`src/rtl/grouped_update_pkg.sv`:
```
// Shared types and defaults for the grouped Gibbs-sweep update scheduler.
// Pure declarations: no latency, no backpressure.
// run_cycles() gives the start-edge to DONE distance for a run of n sweeps.
package grouped_update_pkg;

  typedef enum logic [1:0] {
    IDLE   = 2'd0,
    UPDATE = 2'd1,
    GAP    = 2'd2,
    DONE   = 2'd3
  } state_t;

  localparam int DEF_NUM_GROUPS    = 5;
  localparam int DEF_GROUP_W       = 4;
  localparam int DEF_SETTLE_CYCLES = 4;
  localparam int DEF_GAP_CYCLES    = 1;
  localparam int DEF_SWEEP_W       = 16;

  // No gap follows the last group, hence the -1 on the gap term.
  function automatic int run_cycles(input int n, input int groups, input int settle, input int gap);
    return n * groups * settle + (n * groups - 1) * gap;
  endfunction

endpackage

```
`src/rtl/grouped_update_scheduler_dwell_timer.sv`:
```
// Loadable down-counter that times both the settle and the gap intervals.
// Latency: load takes effect on the next edge; zero is combinational from the count.
// No backpressure: en simply freezes the count, and the count holds at zero.
module dwell_timer #(
  parameter int W = 2
) (
  input  logic         clk,
  input  logic         rst_n,
  input  logic         load,
  input  logic [W-1:0] load_val,
  input  logic         en,
  output logic         zero
);

  logic [W-1:0] cnt;

  always_ff @(posedge clk or negedge rst_n) begin
    if (!rst_n) begin
      cnt <= '0;
    end else if (load) begin
      cnt <= load_val;
    end else if (en && (cnt != '0)) begin
      cnt <= cnt - 1'b1;
    end
  end

  assign zero = (cnt == '0);

endmodule

```
`src/rtl/grouped_update_scheduler.sv`:
```
// Steps the color-group index through NUM_GROUPS groups per sweep for a Gibbs run.
// Latency: first group valid the cycle after start; done after run_cycles() cycles.
// No backpressure: runs free once started; only stop or reset interrupt it.
module grouped_update_scheduler
  import grouped_update_pkg::*;
#(
  parameter int NUM_GROUPS    = DEF_NUM_GROUPS,
  parameter int GROUP_W       = DEF_GROUP_W,
  parameter int SETTLE_CYCLES = DEF_SETTLE_CYCLES,
  parameter int GAP_CYCLES    = DEF_GAP_CYCLES,
  parameter int SWEEP_W       = DEF_SWEEP_W
) (
  input  logic               clk,
  input  logic               rst_n,
  input  logic               start,
  input  logic [SWEEP_W-1:0] num_sweeps,
  input  logic               stop,
  output logic [0:GROUP_W-1] group_EN,
  output logic               group_valid,
  output logic               sweep_tick,
  output logic [SWEEP_W-1:0] sweep_count,
  output logic               busy,
  output logic               done
);

  localparam int DWELL_MAX = (SETTLE_CYCLES > GAP_CYCLES) ? SETTLE_CYCLES : GAP_CYCLES;
  localparam int DW        = (DWELL_MAX > 1) ? $clog2(DWELL_MAX) : 1;

  localparam logic [DW-1:0]      SETTLE_LOAD = DW'(SETTLE_CYCLES - 1);
  localparam logic [DW-1:0]      GAP_LOAD    = DW'((GAP_CYCLES > 0) ? (GAP_CYCLES - 1) : 0);
  localparam logic [GROUP_W-1:0] LAST_GROUP  = GROUP_W'(NUM_GROUPS - 1);

  state_t             state, state_n;
  logic [GROUP_W-1:0] group_q, group_n;
  logic [SWEEP_W-1:0] count_q, count_n;
  logic [SWEEP_W-1:0] target_q, target_n;
  logic               tick_q, tick_n;

  logic               tmr_load, tmr_en, tmr_zero;
  logic [DW-1:0]      tmr_val;

  logic               last_grp, last_sweep;
  logic [GROUP_W-1:0] adv_group;
  logic [SWEEP_W-1:0] adv_count;

  dwell_timer #(.W(DW)) u_dwell (
    .clk      (clk),
    .rst_n    (rst_n),
    .load     (tmr_load),
    .load_val (tmr_val),
    .en       (tmr_en),
    .zero     (tmr_zero)
  );

  // Advancing past the last group wraps the index and closes a sweep.
  assign last_grp   = (group_q == LAST_GROUP);
  assign last_sweep = (count_q == (target_q - 1'b1));
  assign adv_group  = last_grp ? '0 : (group_q + 1'b1);
  assign adv_count  = (last_grp && (count_q != '1)) ? (count_q + 1'b1) : count_q;

  always_ff @(posedge clk or negedge rst_n) begin
    if (!rst_n) begin
      state    <= IDLE;
      group_q  <= '0;
      count_q  <= '0;
      target_q <= '0;
      tick_q   <= 1'b0;
    end else begin
      state    <= state_n;
      group_q  <= group_n;
      count_q  <= count_n;
      target_q <= target_n;
      tick_q   <= tick_n;
    end
  end

  always_comb begin
    state_n  = state;
    group_n  = group_q;
    count_n  = count_q;
    target_n = target_q;
    tick_n   = 1'b0;
    tmr_load = 1'b0;
    tmr_val  = SETTLE_LOAD;
    tmr_en   = 1'b0;

    case (state)
      IDLE: begin
        group_n = '0;
        if (start) begin
          target_n = num_sweeps;
          count_n  = '0;
          if (num_sweeps != '0) begin
            state_n  = UPDATE;
            tmr_load = 1'b1;
          end else begin
            state_n = DONE;
          end
        end
      end

      UPDATE: begin
        tmr_en = 1'b1;
        if (stop) begin
          state_n = IDLE;
          group_n = '0;
        end else if (tmr_zero) begin
          if (last_grp && last_sweep) begin
            state_n = DONE;
            group_n = adv_group;
            count_n = adv_count;
            tick_n  = 1'b1;
          end else if (GAP_CYCLES > 0) begin
            // The finished group's index is held through the gap.
            state_n  = GAP;
            tmr_load = 1'b1;
            tmr_val  = GAP_LOAD;
          end else begin
            group_n  = adv_group;
            count_n  = adv_count;
            tick_n   = last_grp;
            tmr_load = 1'b1;
          end
        end
      end

      GAP: begin
        tmr_en = 1'b1;
        if (stop) begin
          state_n = IDLE;
          group_n = '0;
        end else if (tmr_zero) begin
          state_n  = UPDATE;
          group_n  = adv_group;
          count_n  = adv_count;
          tick_n   = last_grp;
          tmr_load = 1'b1;
        end
      end

      DONE: begin
        state_n = IDLE;
        group_n = '0;
      end

      default: begin
        state_n = IDLE;
        group_n = '0;
      end
    endcase
  end

  assign group_EN    = group_q;
  assign group_valid = (state == UPDATE);
  assign sweep_tick  = tick_q;
  assign sweep_count = count_q;
  assign busy        = (state != IDLE);
  assign done        = (state == DONE);

endmodule

```
`config.mk`:
```
export PLATFORM = sky130hd
export DESIGN_NAME = grouped_update_scheduler
export DESIGN_NICKNAME = d
export VERILOG_FILES = /design/src/rtl/grouped_update_pkg.sv /design/src/rtl/grouped_update_scheduler_dwell_timer.sv /design/src/rtl/grouped_update_scheduler.sv
export SDC_FILE = /design/constraint.sdc
export NUM_CORES = 1
export LEC_CHECK = 0
export BUFFER_PORTS_ARGS = -buffer_cell sky130_fd_sc_hd__buf_2
export CORE_MARGIN = 5
export CORE_UTILIZATION = 32
export CTS_CLUSTER_SIZE = 10
export DETAILED_ROUTE_END_ITERATION = 8
export PLACE_DENSITY = 0.56
export SETUP_SLACK_MARGIN = 0.5
export SLEW_MARGIN = 40
export SYNTH_ARGS = -nofsm -noshare
export SYNTH_HDL_FRONTEND = slang
export SYNTH_SLANG_ARGS = --single-unit
```
`constraint.sdc`:
```
create_clock -name clk -period 4.38 [get_ports clk]
set_clock_uncertainty 0.2 [all_clocks]
set_input_delay 1.314 -clock clk [delete_from_list [all_inputs] [get_ports clk]]
set_output_delay 1.314 -clock clk [all_outputs]
set_load 0.1 [all_outputs]
```
Word level (Yosys, flattened, before mapping):

Index checks and enable logic that the tools add are counted.

* register bits after elaboration: 41
* bits of input ports: 20
* output and inout port bits: 24
* word-level logic and storage cells: 85

* add/subtract/negate cells: 4
* equality and inequality tests: 15
* mux-type cells: 44
* reduce and logical (&&, ||, !) cells: 16

Operator list (number)
* $mux 16: 7
* $pmux 16 s3: 1
* $mux 2: 12
* $mux 4: 6
* $add 16x1->16 const B: 1
* $eq 16x16->1: 1
* $ne 16x16->1 const B: 1
* $reduce_bool 16->1: 1
* $sub 16x1->16 const B: 1
* $mux 1: 14
* $pmux 4 s3: 1
* $ne 2x2->1 const B: 4
* $pmux 2 s4: 1
* $reduce_and 7->1: 1
* $ne 3x2->1 const B: 2
* $reduce_and 3->1: 2
* $reduce_bool 2->1: 3
* $add 4x1->4 const B: 1
* $eq 2x2->1 const B: 2
* $eq 4x3->1 const B: 1
* $logic_not 2->1: 2
* $ne 2x1->1 const B: 2
* $reduce_or 2->1: 2
* $logic_and 1x1->1: 3
* 7 further kinds: 7

Logic depth before layout (Yosys ltp):

* word-level depth: 8
* gate-level depth with buffers: 11
* mapped depth without buffers: 10

Cells and area by module:

Synthesis repeated with hierarchy kept, for this count alone.

* cells, all modules: 303
* area, all modules: 2876.5 um^2

Modules (own cells, without submodules)
* grouped_update_scheduler: times used 1, cells an instance 290, area an instance 2743.9 um^2
* dwell_timer: times used 1, cells an instance 13, area an instance 132.6 um^2

Least setup slack after synthesis:

Ideal clock, no wire load.

* path kind: reg2reg
* start: register count_q[8] (netlist: sweep_count[8])
* end: register count_q[3] (netlist: sweep_count[3])
* library setup time: 0.165 ns
* arrival time: 3.102 ns
* data required time: 4.015 ns
* slack: 0.913 ns
* cell stages (with the launch flop): 11
* buffers on the path: 2
* period minus slack after synthesis: 3.467 ns
* cells stage by stage: dfrtp_1 -> clkbuf_1 -> xnor2_1 -> a21boi_0 -> o22ai_1 -> or4b_4 -> a2111oi_4 -> nor2_2 -> buf_2 -> o21ai_0 -> o31ai_1

* word-level cells in the longest chain between the ends: 7

RTL lines
* start, declared: line grouped_update_scheduler.sv:35 `logic [SWEEP_W-1:0] count_q, count_n;`
* start signal, assigned: line grouped_update_scheduler.sv:71 `count_q <= count_n;`
* $ne 16x16->1: line grouped_update_scheduler.sv:59 `assign adv_count = (last_grp && (count_q != '1)) ? (count_q + 1'b1) : count_q;`
* $logic_and 1x1->1: line grouped_update_scheduler.sv:59
* $mux 16: line grouped_update_scheduler.sv:59
* $mux 16: line grouped_update_scheduler.sv:108 `if (last_grp && last_sweep) begin`
* $mux 16: line grouped_update_scheduler.sv:107 `end else if (tmr_zero) begin`
* $mux 16: line grouped_update_scheduler.sv:104 `if (stop) begin`
* $pmux 16 s3: line grouped_update_scheduler.sv:87 `case (state)`

Several ways; a longest one is shown, not always the timed one. The select of a mux whose other input is x is not followed.
A chain may end at the register's enable or synchronous reset.

Worst setup path after layout:

* start: register target_q[0]
* end: register count_q[8] (netlist: sweep_count[8])

* word-level cells in the longest chain between the ends: 5

RTL lines
* start, declared: line grouped_update_scheduler.sv:36 `logic [SWEEP_W-1:0] target_q, target_n;`
* start signal, assigned: line grouped_update_scheduler.sv:72 `target_q <= target_n;`
* $sub 16x1->16: line grouped_update_scheduler.sv:57 `assign last_sweep = (count_q == (target_q - 1'b1));`
* $eq 16x16->1: line grouped_update_scheduler.sv:57
* $logic_and 1x1->1: line grouped_update_scheduler.sv:108
* $ne 2x1->1 (no source line)
* $reduce_and 7->1 (no source line)

No other way between the ends.

==> out/summary.log <==
qor: placement.worst_setup_timing_slack_at_the_placement_stage 0.977 ns
qor: detailed_routing.drt-wirelength-per-cell 16.0 µm
qor: setup_path.crit_end_category flop
qor: timing.relSlewSlack 53.9%
qor: timing.layout_min_cycle_time 3.44 ns
qor: timing.finalSetupTns 0 ns
qor: detailed_routing.met2RoutedLength 3.25 mm
qor: setup_path.crit_path_max_fanout 15
qor: timing.min_period_over_period 78.4%
qor: clocking.cts_hold_buffers 0
qor: clocking.clkSlewWorstSetupHoldPaths 0.08 ns
qor: detailed_routing.route.met3.wl 260 µm
qor: synthesis.postSynthAreaPerCell 9.49 µm²
qor: hold_path.whs_endpoint target_q[15]$_DFFE_PN0P_
qor: cells_and_area.antenna-diode-count 0
qor: floorplan.die_area 10700 µm²
qor: global_route.gr-usage-all-layers 13.5%
qor: setup_path.r2r_slack 0.94 ns
qor: run_status.status completed
qor: clocking.worst_skew_pair.late_latency 0.29 ns
qor: cells_and_area.area.growth.synth_to_final 14.0%
qor: setup_path.setup.worst_path.class flop to flop
qor: floorplan.core_area 8640 µm²
qor: floorplan.io_pins 44
qor: synthesis.synth-seq-area-share 36.5%
qor: hold_path.worst_hold_path_type flop to flop
qor: detailed_routing.drt-initial-drc-count 107
qor: cells_and_area.multiInputGateArea 1670 µm²
qor: detailed_routing.drc 0
qor: setup_path.worst-endpoint-arrival 3.41 ns
qor: placement.port_buffers 43
qor: placement.gp_congestion 0.828
qor: hold_path.hold_depth 1
qor: global_route.initial_antenna_violation_count 0
qor: timing.maxClockFrequency 0.291 GHz
qor: global_route.grt_pass1_vias 2384
qor: detailed_routing.drt_wl_total 7.11 mm
qor: floorplan.initial_core_util 32.5%
qor: detailed_routing.firstDrtPassIters 4
qor: setup_path.setup.worst_path.start target_q[0]$_DFFE_PN0P_
qor: synthesis.post_synth_instance_area 2810 µm²
qor: clocking.cts_buffers 5
qor: synthesis.postSynthCellCount 296
qor: synthesis.syn_nets 326
qor: timing.tightestPinTransition 0.691 ns
qor: clocking.cts_tree yes
qor: detailed_routing.dr_total_vias 2368
qor: setup_path.start_kind flop
qor: floorplan.die_h 104 µm
qor: timing.report.final.hold_viol_count 0
qor: synthesis.dominantRegCellSynth dfrtp_1
qor: global_route.overflow 0
qor: power.vdd_ir_drop_max 0.000242 V
qor: power.report.power.total 2170 µW
qor: cells_and_area.final_layout_size_suffix_gt1_share 25.0%
qor: timing.finalHoldWorstSlack 0.338 ns
qor: synthesis.synth.lib_cells_used.distinct 60
qor: power.powerDensity 679 nW/µm²
qor: timing.timing.final.setup_violations 0
qor: placement.post-dp-hpwl 5.38 mm
qor: global_route.grt_pass1_wl 12.3 mm
qor: detailed_routing.post_drt_via_cell_ratio 5.33
qor: clocking.ctsRootBufferMaster clkbuf_8
qor: clocking.number_of_sinks_driven_by_the_clock_tree 41
qor: setup_path.worst_r2r_start target_q[0]$_DFFE_PN0P_
qor: detailed_routing.drtAntennaViolNets 0
qor: synthesis.count_of_state_elements_after_synthesis 41
qor: clocking.cts_max_path_buffers 2
qor: flow_run.maxCapViolCount 0
qor: floorplan.core.rowCount 34
qor: cells_and_area.seqCellArea 1030 µm²
qor: hold_path.launch_instance_of_the_worst_min_delay_path target_q[15]$_DFFE_PN0P_
qor: synthesis.number_of_flops_mapped_to_enable_cells_by_yosys 0
qor: detailed_routing.highest-signal-layer met4
qor: cells_and_area.finalNetCount 366
qor: setup_path.worst_reg2reg_path_endpoint sweep_count[8]$_DFFE_PN0P_
qor: timing.timing.final.max_slew_violations 0
qor: setup_path.timing.reg2reg.worst_path_depth 9
qor: timing.fin_ws 0.944 ns
qor: global_route.grt_start_max_net_pins 42
qor: cells_and_area.fill_cells 873
qor: clocking.cts_setup_buffers 0
qor: detailed_routing.drt-met1-wl 3.51 mm
qor: timing.unrepaired_setup_endpoints_after_global_routing false
qor: power.static-leakage-power 0.00136 µW
qor: clocking.post_cts_resize_count 0
qor: synthesis.ys_warn_count 0
qor: floorplan.floorplan.die.width 104 µm
qor: synthesis.share_of_synthesized_flip_flops_with_an_asynchronous_set_or_reset 100%
qor: clocking.cts.htree.levels 2
qor: setup_path.required 4.35 ns
[per-stage QoR]
| stage | util (%) | cell area (µm²) | std cells |
|---|---|---|---|
| CTS | 37.1 | 3200 | 444 |
| global route | 37.1 | 3200 | 444 |
| floorplan | - | 2810 | 296 |
| detailed placement | 35.9 | 3100 | 437 |
| global placement | 35.8 | 3100 | 437 |
| finish | 37.1 | 3200 | 444 |
[synth_stat cells, types with 2 or more instances]
cell,n,share of area [%]
dfrtp_1,41,37
nor2_1,23,3.1
o21ai_0,19,3.4
nand2_1,18,2.4
mux2_2,16,6.4
o31ai_1,14,3.7
inv_1,13,1.7
nand3_1,13,2.3
xnor2_1,13,4.1
ha_1,10,4.5
xor2_1,10,3.1
a21oi_1,8,1.4
nor4_1,8,1.8
and3_1,6,1.3
clkbuf_1,5,0.67
nand4_1,5,1.1
nor2b_1,5,1.1
nand2b_1,4,0.89
nand3b_1,4,1.1
nor3_1,4,0.71
and2_1,3,0.67
buf_6,3,1.2
o22ai_1,3,0.67
or4_4,3,1.2
a21boi_0,2,0.53
a31oi_1,2,0.45
buf_2,2,0.36
mux2i_1,2,0.71
nand4b_1,2,0.62
nor4_2,2,0.89
nor4_4,2,1.5
o21ai_1,2,0.36
or2_2,2,0.45
[critical path: stages (launching register included)]
cell and delay (ns):
dfrtp_1 0.45, inv_1 0.08, ha_1 0.18, nor3b_1 0.40, a21oi_1 0.12, nor4_1 0.36, or4b_4 0.53, a2111oi_4 0.39
o21ai_2 0.28, o41ai_1 0.33
[final cells by class]
class                   count  area share [%]
multi-input cells         232            52.2
flip-flops and latches     41            32.0
repair buffers             43            6.80
well taps                 108            4.22
clock buffers               5            2.15
inverters                  13            1.52
clock inverters             2            1.09
[cell usage in the layout (no fill, tap or decap), types with 2 or more instances in the layout]
cell type and n:
a21boi_0 2, a21oi_1 8, a31oi_1 2, and2_1 3
and3_1 6, buf_2 42, clkbuf_8 5, dfrtp_1 41
ha_1 10, inv_1 13, mux2_2 16, mux2i_1 2
nand2_1 18, nand2b_1 4, nand3_1 13, nand3b_1 4
nand4_1 5, nand4b_1 2, nor2_1 23, nor2b_1 5
nor3_1 4, nor4_1 8, nor4_2 2, nor4_4 2
o21ai_0 19, o21ai_1 2, o22ai_1 3, o31ai_1 14
or2_2 2, or4_4 3, xnor2_1 13, xor2_1 10
[cells by family after synthesis]
family	count (synthesis)	synth area share, %
adders and majority gates	10	4.46
muxes	18	7.13
buffers and inverters	23	3.97
xor gates and xnor gates	23	7.17
AOI/OAI and AO/OA	67	16.4
DFF	41	36.5
and+or+nand+nor	114	24.3
[flip-flops by register name, indices dropped and copies added, names as in the netlist]
| register | flops |
|---|---|
| sweep_tick | 1 |
| target_q | 16 |
| sweep_count | 16 |
| group_EN | 4 |
| state | 2 |
| u_dwell.cnt | 2 |
[routing by layer]
metal	vias to the layer above	global-route usage [%]
li1	1166	-
met1	1147	19.6
met2	48	20.5
met3	7	2.67
met4	0	3.33
met5	-	0
[worst max-delay path by stage]
stage | to | slack (ns) | cells past startpoint
2_1_floorplan | sweep_count[3]$_DFFE_PN0P_ | 0.91 | 10
3_3_place_gp | sweep_count[8]$_DFFE_PN0P_ | 1.09 | 9
3_5_place_dp | sweep_count[8]$_DFFE_PN0P_ | 0.98 | 9
4_1_cts | sweep_count[8]$_DFFE_PN0P_ | 0.93 | 9
5_1_grt | sweep_count[13]$_DFFE_PN0P_ | 0.64 | 10
6_report | sweep_count[8]$_DFFE_PN0P_ | 0.94 | 9
[report_power, final]
group          switching (µW)  total (µW)  leakage, µW  internal (µW)
logic                     760        1190     0.000784            429
registers                 198         689     0.000525            490
clock network             131         296    0.0000540            166
total                    1090        2170      0.00136           1080
Power figures use the tool's default switching activity.
